==> config.mk <==
export PLATFORM = sky130hd
export DESIGN_NAME = bitblade_column_ctrl
export DESIGN_NICKNAME = d
export VERILOG_FILES = /design/src/rtl/bitblade_pkg.sv /design/src/rtl/bitblade_prec_decode.sv /design/src/rtl/bitblade_column_ctrl.sv
export SDC_FILE = /design/constraint.sdc
export NUM_CORES = 1
export LEC_CHECK = 0
export ABC_CLOCK_PERIOD_IN_PS = 3500
export CELL_PAD_IN_SITES_DETAIL_PLACEMENT = 0
export CELL_PAD_IN_SITES_GLOBAL_PLACEMENT = 1
export CORE_MARGIN = 5
export CORE_UTILIZATION = 38
export DETAILED_ROUTE_END_ITERATION = 10
export PLACE_DENSITY = 0.77
export SLEW_MARGIN = 40
export SYNTH_ARGS = -nofsm -noshare
export SYNTH_HDL_FRONTEND = slang
export SYNTH_HIERARCHICAL = 1
export SYNTH_SLANG_ARGS = --single-unit
==> constraint.sdc <==
create_clock -name clk -period 3.5 [get_ports clk]
set_clock_uncertainty 0.15 [all_clocks]
set_input_delay 0.525 -clock clk [delete_from_list [all_inputs] [get_ports clk]]
set_output_delay 0.525 -clock clk [all_outputs]
set_load 0.005 [all_outputs]
==> src/rtl/bitblade_pkg.sv <==
// Shared types and constants for the BitBlade column controller and its
// precision decoder.
package bitblade_pkg;

  typedef enum logic [2:0] {
    S_IDLE,
    S_LOAD,
    S_COMPUTE,
    S_DRAIN,
    S_DONE
  } fsm_state_t;

  // Weight MUX_REG control codes
  localparam logic [1:0] ST_HOLD = 2'b00;
  localparam logic [1:0] ST_LOAD = 2'b01;
  localparam logic [1:0] ST_COMP = 2'b10;

  // Precision encodings; code 3 is an alias for 8-bit
  localparam logic [1:0] PREC_2B     = 2'd0;
  localparam logic [1:0] PREC_4B     = 2'd1;
  localparam logic [1:0] PREC_8B     = 2'd2;
  localparam logic [1:0] PREC_8B_ALT = 2'd3;

  // Number of 2-bit slices (PE rows/columns) one operand spans: 1, 2 or 4
  function automatic logic [2:0] group_span(input logic [1:0] bits);
    case (bits)
      PREC_2B: group_span = 3'd1;
      PREC_4B: group_span = 3'd2;
      default: group_span = 3'd4;
    endcase
  endfunction

endpackage

==> src/rtl/bitblade_prec_decode.sv <==
// Combinational precision decode: per-PE shift nibbles and per-group sign
// flags for a 4x4 grid of 2-bit PEs.
module bitblade_prec_decode
  import bitblade_pkg::*;
(
  input  logic [1:0]  in_bits,
  input  logic [1:0]  w_bits,
  input  logic        in_signed,
  input  logic        w_signed,
  output logic [63:0] signal,
  output logic [3:0]  sign_x,
  output logic [3:0]  sign_y
);

  logic [2:0] x_mask;
  logic [2:0] y_mask;

  // Spans are powers of two, so "mod span" is a mask with span-1
  assign x_mask = group_span(in_bits) - 3'd1;
  assign y_mask = group_span(w_bits) - 3'd1;

  always_comb begin
    signal = '0;
    sign_x = '0;
    sign_y = '0;
    for (int k = 0; k < 16; k++) begin
      signal[4*k +: 4] = {(3'(k / 4) & x_mask) + (3'(k % 4) & y_mask), 1'b0};
    end
    for (int g = 0; g < 4; g++) begin
      sign_x[g] = in_signed & ((3'(g) & x_mask) == x_mask);
      sign_y[g] = w_signed & ((3'(g) & y_mask) == y_mask);
    end
  end

endmodule

==> src/rtl/bitblade_column_ctrl.sv <==
// Sequencer for one BitBlade 16-PE column: latches and decodes the precision
// configuration, then walks the column through weight load, compute and drain.
module bitblade_column_ctrl
  import bitblade_pkg::*;
#(
  parameter int VEC_W     = 16,
  parameter int WLOAD_CYC = 2,
  parameter int PIPE_LAT  = 4
) (
  input  logic             clk,
  input  logic             reset,
  input  logic             start,
  input  logic [1:0]       cfg_in_bits,
  input  logic [1:0]       cfg_w_bits,
  input  logic             cfg_in_signed,
  input  logic             cfg_w_signed,
  input  logic [VEC_W-1:0] cfg_num_vec,
  input  logic             in_valid,
  output logic             in_ready,
  output logic             busy,
  output logic             done,
  output logic [1:0]       state,
  output logic [63:0]      signal,
  output logic [3:0]       sign_x,
  output logic [3:0]       sign_y,
  output logic [1:0]       input_bitwidth,
  output logic             acc_clear,
  output logic             out_valid
);

  localparam logic [VEC_W-1:0] ONE        = VEC_W'(1);
  localparam logic [VEC_W-1:0] LOAD_LAST  = VEC_W'(WLOAD_CYC - 1);
  localparam logic [VEC_W-1:0] DRAIN_LAST = VEC_W'(PIPE_LAT - 1);

  fsm_state_t       cur_st, nxt_st;
  logic [VEC_W-1:0] cnt, cnt_nxt;
  logic [VEC_W-1:0] num_vec;
  logic             start_acc;
  logic [63:0]      dec_signal;
  logic [3:0]       dec_sign_x, dec_sign_y;

  bitblade_prec_decode u_dec (
    .in_bits   (cfg_in_bits),
    .w_bits    (cfg_w_bits),
    .in_signed (cfg_in_signed),
    .w_signed  (cfg_w_signed),
    .signal    (dec_signal),
    .sign_x    (dec_sign_x),
    .sign_y    (dec_sign_y)
  );

  always_ff @(posedge clk) begin
    if (reset) begin
      cur_st         <= S_IDLE;
      cnt            <= '0;
      num_vec        <= '0;
      signal         <= '0;
      sign_x         <= '0;
      sign_y         <= '0;
      input_bitwidth <= '0;
    end else begin
      cur_st <= nxt_st;
      cnt    <= cnt_nxt;
      if (start_acc) begin
        num_vec        <= cfg_num_vec;
        signal         <= dec_signal;
        sign_x         <= dec_sign_x;
        sign_y         <= dec_sign_y;
        input_bitwidth <= (cfg_in_bits == PREC_8B_ALT) ? PREC_8B : cfg_in_bits;
      end
    end
  end

  // Input handshake: a vector transfers in any cycle where in_valid and
  // in_ready are both high; in_ready depends only on the FSM state, never on
  // in_valid, and the buffer may hold in_valid low for any number of cycles.
  always_comb begin
    nxt_st    = cur_st;
    cnt_nxt   = cnt;
    start_acc = 1'b0;
    in_ready  = 1'b0;
    busy      = 1'b1;
    done      = 1'b0;
    state     = ST_HOLD;
    acc_clear = 1'b0;
    out_valid = 1'b0;
    case (cur_st)
      S_IDLE: begin
        busy = 1'b0;
        if (start) begin
          start_acc = 1'b1;
          cnt_nxt   = '0;
          nxt_st    = S_LOAD;
        end
      end
      S_LOAD: begin
        state     = ST_LOAD;
        acc_clear = (cnt == '0);
        if (cnt == LOAD_LAST) begin
          cnt_nxt = '0;
          nxt_st  = (num_vec == '0) ? S_DONE : S_COMPUTE;
        end else begin
          cnt_nxt = cnt + ONE;
        end
      end
      S_COMPUTE: begin
        in_ready = 1'b1;
        if (in_valid) begin
          state = ST_COMP;
          if (cnt + ONE == num_vec) begin
            cnt_nxt = '0;
            nxt_st  = S_DRAIN;
          end else begin
            cnt_nxt = cnt + ONE;
          end
        end
      end
      S_DRAIN: begin
        if (cnt == DRAIN_LAST) begin
          out_valid = 1'b1;
          cnt_nxt   = '0;
          nxt_st    = S_DONE;
        end else begin
          cnt_nxt = cnt + ONE;
        end
      end
      S_DONE: begin
        done   = 1'b1;
        nxt_st = S_IDLE;
      end
      default: nxt_st = S_IDLE;
    endcase
  end

endmodule

## After elaboration in Yosys (flattened, before gate mapping)

Index checks and enable logic that the tools add are counted.

| storage, ports and cells | value |
|---|---|
| bits in registers | 80 |
| bits of input ports | 26 |
| word-level logic and storage cells | 84 |

| cells by class | value |
|---|---|
| $add $sub $neg | 12 |
| eq/ne operators | 15 |
| mux-type cells | 26 |
| bitwise logic cells | 10 |
| reductions and logical operators | 14 |

Operators by type and width:

| cell | number |
|---|---|
| 16-bit two-way mux | 5 |
| 16-bit case mux with 4 select lines | 1 |
| 16-bit logical NOT | 2 |
| 3-bit two-way mux | 6 |
| 16-bit by 1-bit adder with 16-bit output (second input constant) | 1 |
| 16-bit by 1-bit equality test with 1-bit output (second input constant) | 1 |
| 16-bit equality test | 1 |
| 16-bit by 2-bit equality test with 1-bit output (second input constant) | 1 |
| 2-bit by 2-bit adder with 3-bit output | 4 |
| 2-bit logical NOT | 6 |
| 3-bit case mux with 2 select lines | 2 |
| 3-bit case mux with 4 select lines | 1 |
| 2-bit != test (second input constant) | 5 |
| 3-bit logical NOT | 3 |
| 1-bit bitwise AND | 8 |
| 1-bit two-way mux | 8 |
| 1-bit by 2-bit adder with 3-bit output | 2 |
| 2-bit by 1-bit adder with 3-bit output | 2 |
| 3-bit by 2-bit equality test with 1-bit output (second input constant) | 2 |
| 3-bit by 1-bit subtractor with 3-bit output (second input constant) | 2 |
| 5-bit AND reduction | 1 |
| 2-bit by 1-bit equality test with 1-bit output (second input constant) | 2 |
| 2-bit two-way mux | 2 |
| 2-bit case mux with 2 select lines | 1 |
| other kinds (7) | 8 |

## Logic depth before layout (Yosys ltp)

Gate-level depths: netlist (run 1).

| depth | value |
|---|---|
| word-level depth | 5 |
| depth in mapped cells | 11 |
| gate-level depth less buffers | 9 |

## Modules after synthesis

Netlist (run 1), hierarchy kept.

By module, submodules not included:

| module | instances | cells an instance | area each (um^2) |
|---|---|---|---|
| bitblade_column_ctrl | 1 | 651 | 5141.2 |
| bitblade_prec_decode | 1 | 76 | 548.0 |

## Worst setup path after synthesis (run 1)

Ideal clock, no wire load.

| path | value |
|---|---|
| kind | flip-flop to flip-flop |
| start | register cnt[0] |
| end | register cnt[6] |
| arrival time | 2.176 ns |
| data required time | 3.233 ns |
| path slack | 1.058 ns |
| stages on the path, launching flop included | 12 |
| path through | dfxtp_1 > ha_1 > buf_4 > and3_1 > buf_4 > nand4_2 > xnor2_1 > a211oi_1 > o21ai_2 > buf_4 > o221ai_2 > nand2_1 |

| between the ends | value |
|---|---|
| longest elaborated chain between the ends | 5 |

Ends and longest elaborated chain:

| what | RTL line | RTL |
|---|---|---|
| from (decl) | bitblade_column_ctrl.sv:36 | `logic [VEC_W-1:0] cnt, cnt_nxt;` |
| from (signal assigned) | bitblade_column_ctrl.sv:63 | `cnt <= cnt_nxt;` |
| 16-bit by 1-bit adder with 16-bit output | n/a |  |
| 16-bit equality test | bitblade_column_ctrl.sv:110 | `if (cnt + ONE == num_vec) begin` |
| 16-bit two-way mux | bitblade_column_ctrl.sv:110 |  |
| 16-bit two-way mux | bitblade_column_ctrl.sv:108 | `if (in_valid) begin` |
| 16-bit case mux with 4 select lines * | bitblade_column_ctrl.sv:87 | `case (cur_st)` |

Mark *: on every way between the ends. The rest lies on a longest branch, timed or not. The select of a mux whose other input is x is not followed.
A chain may end at the register's enable or synchronous reset.

## Worst setup path after layout (run 1)

| path | value |
|---|---|
| start | register cnt[0] |
| end | register cnt[13] |

The elaborated chain is that of the path after synthesis.

==> flow_summary.yaml, run 1 <==
clock_tree:
  ctsHtreeMaxLevel: 3
  postCtsSetupBuffers: 0
  cts-root-to-sink-buffers: 2
  clkSinkCount: 109
  clk_root_buffer_cell: "sky130_fd_sc_hd__clkbuf_16"
  cts_tree: "done"
  cts_resized: 0
  tritoncts.num_buffers: 9
  clock_insertion_delay_worst_skew_ns: 0.36
  path_clk_slew_ns: 0.08
  ctsHoldBuffers: 0
finish:
  final_net_count: 800
  antennaDiodeCount: 0
  final_area_um2: 6800
  area.growth.synth_to_final_pct: 19.5
  num-fill-cells: 1456
  layoutNonFillerInstCount: 956
  final_util: 0.466
  post_route_cells_drive_above_1_share: 0.0687
detailed_routing:
  final_antenna_net_count: 0
  routed_wire_length_per_instance_um: 15.4
  drc_errors: 0
  vias: 4817
  aggregate_routed_wire_length_um: 14800
  drt_first_iter_violations: 395
  drt_pass1_iterations: 5
  viasPerCell: 5.04
critical_path:
  r2r_end: "cnt[13]$_SDFFE_PP0P_"
  worst-r2r-setup-slack_ns: 0.43
  rr_startpoint: "cnt[0]$_SDFFE_PP0P_"
  start_kind: "register"
  timing.critical_path.fanout_max: 9
  cp.arrival_ns: 3.23
  cells_on_worst_reg2reg_path: 9
  criticalPathCategory: "register to register"
  critPathRequiredTime_ns: 3.65
  worst_setup_path_end_kind: "register"
synthesis:
  synthesis.yosys.warnings: 6
  synth_sequential_area_ratio: 0.384
  ys_top_cells_by_area: "sky130_fd_sc_hd__dfxtp_1 (38%), sky130_fd_sc_hd__nand2_1 (13%), sky130_fd_sc_hd__a21oi_1 (8.2%)"
  syn_avg_cell_area_um2: 7.83
  number_of_synthesized_flops_with_an_enable_pin: 0
  synth.top_cell.area_share: 0.384
  yosysUniqueCellTypes: 65
  synth-seq-cells: 109
  synth.cells.most_frequent: "sky130_fd_sc_hd__nand2_1 (202), sky130_fd_sc_hd__dfxtp_1 (109), sky130_fd_sc_hd__a21oi_1 (93)"
  synthArstFlopShare: 0
  synth_most_common_cell: "sky130_fd_sc_hd__nand2_1"
  netlist_area_um2: 5690
  leading_area_contributor_after_synthesis: "sky130_fd_sc_hd__dfxtp_1"
  dominantRegCellSynth: "sky130_fd_sc_hd__dfxtp_1"
  syn-instance-count: 727
timing:
  timing.hold.ws_ns: 0.306
  timing_worst_slew_pin_value_ns: 0.792
  worst_slew_margin_rel: 0.472
  fmax_ghz: 0.325
  finalSetupViolations: 0
  final-hold-violation-count: 0
  final.min_clock_period_ns: 3.07
  period_share: 0.878
  final_setup_tns_ns: 0
  finalMaxSlewViolations: 0
  rsz0062_at_grt: "false"
  timing.final.ws_setup_ns: 0.426
place:
  place_area_um2: 6500
  place.gp.congestion: 0.898
  post-dp-hpwl_um: 10200
  place_ws_ns: 0.474
  dp_cells: 940
  buffer_ports.inserted: 106
power_and_ir_drop:
  cellPowerDensity_nw_per_um2: 647
  p_leak_nw: 2.52
  p_total_mw: 4.40
  largest_voltage_drop_on_the_vdd_net_mv: 0.365
die:
  std_cell_rows: 44
  design.die.area_um2: 17500
  dieHeight_um: 132
  num_io_pins: 107
  core_box_area_um2: 14600
  die_x_um: 132
  floorplan.initialDensity: 0.390
global_routing:
  grt_pass1_vias: 4717
  gr-max-usage-layer: "met2"
  globalRouteMet1Util: 0.205
  leftover_overflow_at_the_end_of_global_routing: 0
  groute.usage.overall: 0.167
  grt.met2_usage: 0.263
  antenna_found_initial: 0
  first_pass_grt_wire_length_um: 24300
  use_met3: 0.0733
  grt_start_max_net_pins: 111
hold_path:
  holdCritStartpoint: "signal[22]$_SDFFE_PP0P_"
  min-delay-path-class: "register to register"
  worstHoldPathCells: 2
  timing.hold.worst_endpoint: "signal[22]$_SDFFE_PP0P_"
outcome:
  run_status: "complete, no violations"
run:
  max_cap_viol_count: 0
[cells by family (layout without fill, tap and decap cells)]
group | count (synthesis) | after routing | share of synthesized area
buffers and inverters | 130 | 143 | 0.127
xor gates and xnor gates | 20 | 20 | 0.0308
other | 1 | 33 | 0.000659
DFF | 109 | 109 | 0.384
AOI/OAI and AO/OA | 133 | 133 | 0.151
muxes | 1 | 1 | 0.00198
adders and majority gates | 7 | 7 | 0.0167
and+or+nand+nor | 326 | 326 | 0.288
[how the worst max path moves through the flow]
| stage | from | end | slack, ns | depth (start not counted) |
|---|---|---|---|---|
| final | cnt[0]$_SDFFE_PP0P_ | cnt[13]$_SDFFE_PP0P_ | 0.43 | 9 |
| after floorplan | cnt[0]$_SDFFE_PP0P_ | cnt[6]$_SDFFE_PP0P_ | 1.06 | 11 |
| after detailed placement | cnt[0]$_SDFFE_PP0P_ | cnt[13]$_SDFFE_PP0P_ | 0.47 | 9 |
| after global routing | cnt[0]$_SDFFE_PP0P_ | cnt[0]$_SDFFE_PP0P_ | 0.20 | 8 |
| after CTS | cnt[0]$_SDFFE_PP0P_ | cnt[13]$_SDFFE_PP0P_ | 0.46 | 9 |
| after global placement | cnt[0]$_SDFFE_PP0P_ | cnt[1]$_SDFFE_PP0P_ | 0.65 | 8 |
[sequential cells by signal (all words and copies together), names as in the netlist]
signal          flops
signal             64
input_bitwidth      2
cnt                16
cur_st              3
sign_x              4
sign_y              4
num_vec            16
[power by group]
| group | switching, mW | internal [mW] |
|---|---|---|
| registers | 0.172 | 1.47 |
| logic | 0.975 | 0.720 |
| clock network | 0.497 | 0.567 |
[cells in the final DEF (no fill, tap or decap), types with 10 or more instances in the layout]
| cell | netlist | routed |
|---|---|---|
| sky130_fd_sc_hd__a21oi_1 | 93 | 93 |
| sky130_fd_sc_hd__clkdlybuf4s50_1 | 0 | 105 |
| sky130_fd_sc_hd__conb_1 | 1 | 33 |
| sky130_fd_sc_hd__dfxtp_1 | 109 | 109 |
| sky130_fd_sc_hd__inv_1 | 16 | 16 |
| sky130_fd_sc_hd__nand2_1 | 202 | 201 |
| sky130_fd_sc_hd__nand3b_1 | 17 | 17 |
| sky130_fd_sc_hd__nor2_1 | 13 | 13 |
| sky130_fd_sc_hd__nor3b_1 | 10 | 10 |
| sky130_fd_sc_hd__nor4_1 | 15 | 15 |
| sky130_fd_sc_hd__o221ai_2 | 10 | 10 |
| sky130_fd_sc_hd__xnor2_1 | 11 | 11 |
[routing by layer]
| layer | up-vias | share of wire |
|---|---|---|
| li1 | 2447 | - |
| met1 | 2234 | 0.42 |
| met2 | 122 | 0.47 |
| met3 | 14 | 0.089 |
| met4 | 0 | 0.016 |
| met5 | - | 0 |
[layout make-up]
type | instances | area [um2] | area share
Clock buffer | 11 | 233 | 0.0342
Clock inverter | 5 | 66.3 | 0.00976
Inverter | 16 | 60.1 | 0.00884
Multi-Input combinational cell | 520 | 2930 | 0.430
Sequential cell | 109 | 2180 | 0.321
Tap cell | 184 | 230 | 0.0339
Timing Repair Buffer | 111 | 1100 | 0.162
[worst max-delay path, stage by stage (launching register included)]
cell and delay, ns:
sky130_fd_sc_hd__dfxtp_1 0.50, sky130_fd_sc_hd__ha_1 0.40, sky130_fd_sc_hd__and3_1 0.43, sky130_fd_sc_hd__nand4_2 0.18, sky130_fd_sc_hd__a221oi_1 0.35, sky130_fd_sc_hd__a211oi_1 0.12
sky130_fd_sc_hd__o21ai_2 0.40, sky130_fd_sc_hd__buf_4 0.28, sky130_fd_sc_hd__o221ai_2 0.11, sky130_fd_sc_hd__nand2_1 0.10
(Power assumes the default switching activity.)
==> inputs of run 2 (changes only) <==
SLEW_MARGIN = 30   (was 40)
==> run 2 against run 1 <==
Against the previous run:
- maximum frequency up 0.80%
- die area unchanged
- utilization is 0.18 points higher
- final area increased by 0.39%
- cell count increased by 0.10%
- via count rose by 0.23%
- first-iteration DRC count down 26%
- global-route usage down 0.23 points
==> flow_summary.yaml, run 2 (same netlist as run 1, synthesis figures left out) <==
global_routing:
  first_pass_grt_wire_length_um: 24200
  grt_pass1_vias: 4656
  groute.usage.overall: 0.164
  grt_start_max_net_pins: 91
  antenna_found_initial: 0
  leftover_overflow_at_the_end_of_global_routing: 0
critical_path:
  timing.critical_path.fanout_max: 9
  start_kind: "register"
  worst_setup_path_end_kind: "register"
  r2r_end: "cnt[1]$_SDFFE_PP0P_"
  critPathRequiredTime_ns: 3.61
  critical_path.slowest_cell: "sky130_fd_sc_hd__dfxtp_1"
  series_of_cell_instances_along_the_critical_path: "ha_1 -> and3_1 -> nand4_2 -> a221oi_1 -> a211oi_1 -> o21ai_2 -> o21ai_2 -> o41ai_2"
  cells_on_worst_reg2reg_path: 8
  cp.arrival_ns: 3.16
  rr_startpoint: "cnt[0]$_SDFFE_PP0P_"
  end_point_of_the_critical_path: "cnt[1]$_SDFFE_PP0P_"
  cp_common_cell: "sky130_fd_sc_hd__o21ai_2"
  worst-path-stages: 8
  worst-r2r-setup-slack_ns: 0.45
  critical-path-top-delay-family: "compound AO/OA/AOI/OAI gates"
  worst_setup_path_startpoint: "cnt[0]$_SDFFE_PP0P_"
  criticalPathCategory: "register to register"
  crit_path_max_incr_delay_ns: 0.49
  timing.critical_path.buf_inv: 0
timing:
  finalSetupViolations: 0
  timing_worst_slew_pin_value_ns: 0.946
  period_share: 0.871
  fmax_ghz: 0.328
  final-hold-violation-count: 0
  final_setup_tns_ns: 0
  final.min_clock_period_ns: 3.05
  rsz0062_at_grt: "false"
  worst_slew_margin_rel: 0.370
  finalMaxSlewViolations: 0
finish:
  antennaDiodeCount: 0
  largest_register_ff_count: 64
  layoutNonFillerInstCount: 957
  most_frequent_standard_cell_in_the_layout_excluding_fill_and_tap_cells: "sky130_fd_sc_hd__nand2_1"
  layout_top_registers: "signal (64), cnt (16), num_vec (16)"
  mostFrequentLayoutCells: "sky130_fd_sc_hd__nand2_1 (201), sky130_fd_sc_hd__dfxtp_1 (109), sky130_fd_sc_hd__clkdlybuf4s50_1 (105), sky130_fd_sc_hd__a21oi_1 (93), sky130_fd_sc_hd__conb_1 (33)"
  max_flop_register: "signal"
  final_net_count: 801
  post_route_cells_drive_above_1_share: 0.0724
  final_util: 0.468
  final_area_um2: 6820
  area.growth.synth_to_final_pct: 19.9
clock_tree:
  cts_resized: 0
  clock_insertion_delay_worst_skew_ns: 0.35
  cts_tree: "done"
  tritoncts.num_buffers: 9
  ctsHtreeMaxLevel: 3
  cts-root-to-sink-buffers: 2
  clk_root_buffer_cell: "sky130_fd_sc_hd__clkbuf_16"
  clkSinkCount: 109
  postCtsSetupBuffers: 0
  path_clk_slew_ns: 0.07
  ctsHoldBuffers: 0
die:
  dieHeight_um: 132
  design.die.area_um2: 17500
  num_io_pins: 107
  floorplan.initialDensity: 0.390
  std_cell_rows: 44
  die_x_um: 132
  core_box_area_um2: 14600
detailed_routing:
  drc_errors: 0
  viasPerCell: 5.04
  vias: 4828
  aggregate_routed_wire_length_um: 14600
  drt_first_iter_violations: 292
  drt_pass1_iterations: 4
  final_antenna_net_count: 0
  routed_wire_length_per_instance_um: 15.2
power_and_ir_drop:
  internal_power_mw: 2.75
  combinational_fraction_of_design_power: 0.384
  cellPowerDensity_nw_per_um2: 645
  largest_voltage_drop_on_the_vdd_net_mv: 0.339
  p_leak_nw: 2.55
  power.share.clock: 0.244
  p_switching_mw: 1.64
  seq_power_share: 0.372
  power.share.switching: 0.374
place:
  post-dp-hpwl_um: 10300
  place.gp.congestion: 0.898
  place_area_um2: 6510
  buffer_ports.inserted: 106
  dp_cells: 941
hold_path:
  min-delay-path-class: "register to register"
outcome:
  run_status: "complete, no violations"
run:
  max_cap_viol_count: 0
-- run 2: routing by layer --
metal / GRT usage / share of wire / vias to the layer above
met4: 0.0351 / 0.0088 / 0
li1: - / - / 2454
met5: 0 / 0 / -
met2: 0.266 / 0.48 / 103
met3: 0.0725 / 0.087 / 8
met1: 0.203 / 0.43 / 2263
-- run 2: worst min-delay path, stage by stage, from the launching register on --
cell and delay, ns:
sky130_fd_sc_hd__dfxtp_1 0.31, sky130_fd_sc_hd__nand2_1 0.05, sky130_fd_sc_hd__a21oi_1 0.05
-- run 2: power groups by stage --
stage / registers (mW) / clock network (mW) / logic, mW
3_3_place_gp: 1.66 / 0 / 1.68
5_1_grt: 1.67 / 1.15 / 1.87
6_report: 1.64 / 1.07 / 1.69
3_5_place_dp: 1.67 / 0 / 1.71
2_1_floorplan: 1.63 / 0 / 1.08
4_1_cts: 1.64 / 1.10 / 1.71
-- run 2: final cells by class --
type	count	area, um2
fillers	1414	7770
multi-input cells	520	2920
flip-flops and latches	109	2180
repair buffers	112	1120
well taps	184	230
clock buffers	9	225
clock inverters	7	85.1
inverters	16	60.1
-- run 2: per-stage QoR --
stage	hold slack [ns]	power, mW	worst slack, ns
floorplan	0.298	2.71	1.06
global placement	0.293	3.34	0.647
detailed placement	0.299	3.37	0.495
CTS	0.310	4.46	0.460
global route	0.329	4.69	0.209
finish	0.306	4.40	0.450
-- run 2: worst min-delay path by stage --
stage | start | to | slack [ns] | depth (start not counted)
final | signal[48]$_SDFFE_PP0P_ | signal[48]$_SDFFE_PP0P_ | 0.31 | 2
after global routing | sign_x[3]$_SDFFE_PP0P_ | sign_x[3]$_SDFFE_PP0P_ | 0.33 | 2
after CTS | signal[50]$_SDFFE_PP0P_ | signal[50]$_SDFFE_PP0P_ | 0.31 | 2
after detailed placement | sign_x[3]$_SDFFE_PP0P_ | sign_x[3]$_SDFFE_PP0P_ | 0.30 | 2
after global placement | signal[33]$_SDFFE_PP0P_ | signal[33]$_SDFFE_PP0P_ | 0.29 | 2
after floorplan | input_bitwidth[0]$_SDFFE_PP0P_ | input_bitwidth[0]$_SDFFE_PP0P_ | 0.30 | 2
==> inputs of run 3 (changes only) <==
REMOVE_ABC_BUFFERS = 1   (was unset)
==> run 3 against run 2 <==
Against the previous run:
- combinational power up 4%
- maximum frequency grew 0.82%
- highest routed layer unchanged
- non-clock buffer count is 2 higher
- clock power fell by 7%
- power down 0.17%
- sequential share of layout area rose by 0.088 points
- cell count up 0.21%
==> flow_summary.yaml, run 3 (same netlist as run 1, synthesis figures left out) <==
outcome:
  run_status: "complete, no violations"
power_and_ir_drop:
  cellPowerDensity_nw_per_um2: 645
  largest_voltage_drop_on_the_vdd_net_mv: 0.347
  p_total_mw: 4.39
  internal_power_mw: 2.73
  power.share.clock: 0.228
  power.share.switching: 0.378
  p_leak_nw: 2.54
  combinational_fraction_of_design_power: 0.398
  p_switching_mw: 1.66
  seq_power_share: 0.374
detailed_routing:
  vias: 4896
  drc_errors: 0
  viasPerCell: 5.11
  drt_first_iter_violations: 303
  routed_wire_length_per_instance_um: 14.9
  final_antenna_net_count: 0
  drt_pass1_iterations: 4
  aggregate_routed_wire_length_um: 14300
clock_tree:
  clkSinkCount: 109
  clock_insertion_delay_worst_skew_ns: 0.35
  cts_tree: "done"
  postCtsSetupBuffers: 0
  cts_resized: 0
  cts-root-to-sink-buffers: 2
  tritoncts.num_buffers: 9
  path_clk_slew_ns: 0.08
  ctsHtreeMaxLevel: 3
  clk_root_buffer_cell: "sky130_fd_sc_hd__clkbuf_16"
  ctsHoldBuffers: 0
timing:
  final.min_clock_period_ns: 3.03
  timing.hold.ws_ns: 0.307
  final-hold-violation-count: 0
  timing_worst_slew_pin_value_ns: 0.711
  finalSetupViolations: 0
  rsz0062_at_grt: "false"
  timing.final.ws_setup_ns: 0.475
  final_setup_tns_ns: 0
  fmax_ghz: 0.331
  finalMaxSlewViolations: 0
  period_share: 0.864
  worst_slew_margin_rel: 0.526
place:
  place_ws_ns: 0.452
  dp_cells: 943
  buffer_ports.inserted: 106
  place.gp.congestion: 0.882
  post-dp-hpwl_um: 9820
finish:
  num-fill-cells: 1429
  final_net_count: 803
  max_flop_register: "signal"
  mostFrequentLayoutCells: "sky130_fd_sc_hd__nand2_1 (201), sky130_fd_sc_hd__dfxtp_1 (109), sky130_fd_sc_hd__clkdlybuf4s50_1 (105), sky130_fd_sc_hd__a21oi_1 (93), sky130_fd_sc_hd__conb_1 (33)"
  area.growth.synth_to_final_pct: 19.6
  most_frequent_standard_cell_in_the_layout_excluding_fill_and_tap_cells: "sky130_fd_sc_hd__nand2_1"
  multi_input_area_um2: 2910
  layout_top_registers: "signal (64), cnt (16), num_vec (16)"
  largest_register_ff_count: 64
  layoutNonFillerInstCount: 959
  post_route_cells_drive_above_1_share: 0.0735
  antennaDiodeCount: 0
  sequential_cell_area_um2: 2180
die:
  die_x_um: 132
  design.die.area_um2: 17500
  dieHeight_um: 132
  floorplan.initialDensity: 0.390
  num_io_pins: 107
  std_cell_rows: 44
  core_box_area_um2: 14600
hold_path:
  min-delay-path-class: "register to register"
critical_path:
  cp.arrival_ns: 3.09
  start_kind: "register"
  worst_setup_path_end_kind: "register"
  criticalPathCategory: "register to register"
  timing.critical_path.fanout_max: 14
  critPathRequiredTime_ns: 3.56
global_routing:
  groute.usage.overall: 0.164
  grt_pass1_vias: 4911
  first_pass_grt_wire_length_um: 24100
  grt_start_max_net_pins: 102
  antenna_found_initial: 0
  leftover_overflow_at_the_end_of_global_routing: 0
run:
  max_cap_viol_count: 0
run 3: cell types whose count changed in the layout (fill, tap and decap cells not counted), sizes merged:
cell      change
clkinvlp      +1
clkinv        -2
buf           +2
clkbuf        +2
bufinv        -1
run 3: worst paths after layout:
check                           depth (start not counted)               startpoint                      end  slack, ns
worst max-delay path                                    8      cnt[0]$_SDFFE_PP0P_      cnt[1]$_SDFFE_PP0P_       0.47
worst min-delay path                                    2  signal[36]$_SDFFE_PP0P_  signal[36]$_SDFFE_PP0P_       0.31
worst max register to register                          8      cnt[0]$_SDFFE_PP0P_      cnt[1]$_SDFFE_PP0P_       0.47
worst min register to register                          2  signal[36]$_SDFFE_PP0P_  signal[36]$_SDFFE_PP0P_       0.31
run 3: critical path, stage by stage (launching register included):
cell	delay, ns
sky130_fd_sc_hd__dfxtp_1	0.51
sky130_fd_sc_hd__ha_1	0.41
sky130_fd_sc_hd__and3_1	0.42
sky130_fd_sc_hd__a31o_2	0.21
sky130_fd_sc_hd__nand4_1	0.09
sky130_fd_sc_hd__nor4_2	0.31
sky130_fd_sc_hd__nand2_2	0.34
sky130_fd_sc_hd__o21ai_2	0.34
sky130_fd_sc_hd__o41ai_2	0.11
run 3: metrics by stage:
step | instance area [um2] | utilization
3_3_place_gp | 6510 | 0.446
2_1_floorplan | 5140 | -
4_1_cts | 6800 | 0.466
6_report | 6800 | 0.466
5_1_grt | 6800 | 0.466
3_5_place_dp | 6510 | 0.446
run 3: layout make-up:
class / count / share of cell area
well taps: 184 / 0.0338
repair buffers: 114 / 0.167
inverters: 16 / 0.00883
flip-flops and latches: 109 / 0.321
multi-input cells: 520 / 0.428
clock inverters: 5 / 0.00644
clock buffers: 11 / 0.0357
run 3: per-layer routing:
metal,track usage,share of wire,up-vias
met5,0,0,-
met4,0.0645,0.029,0
met3,0.0763,0.083,27
met2,0.256,0.46,130
met1,0.194,0.43,2288
li1,-,-,2451
run 3: power by group through the flow:
stage          combinational [mW]  sequential, mW  clock, mW
3_3_place_gp                 1.74            1.66          0
5_1_grt                      1.93            1.68       1.10
4_1_cts                      1.77            1.65       1.04
2_1_floorplan               0.922            1.65          0
3_5_place_dp                 1.76            1.67          0
6_report                     1.75            1.64       1.00
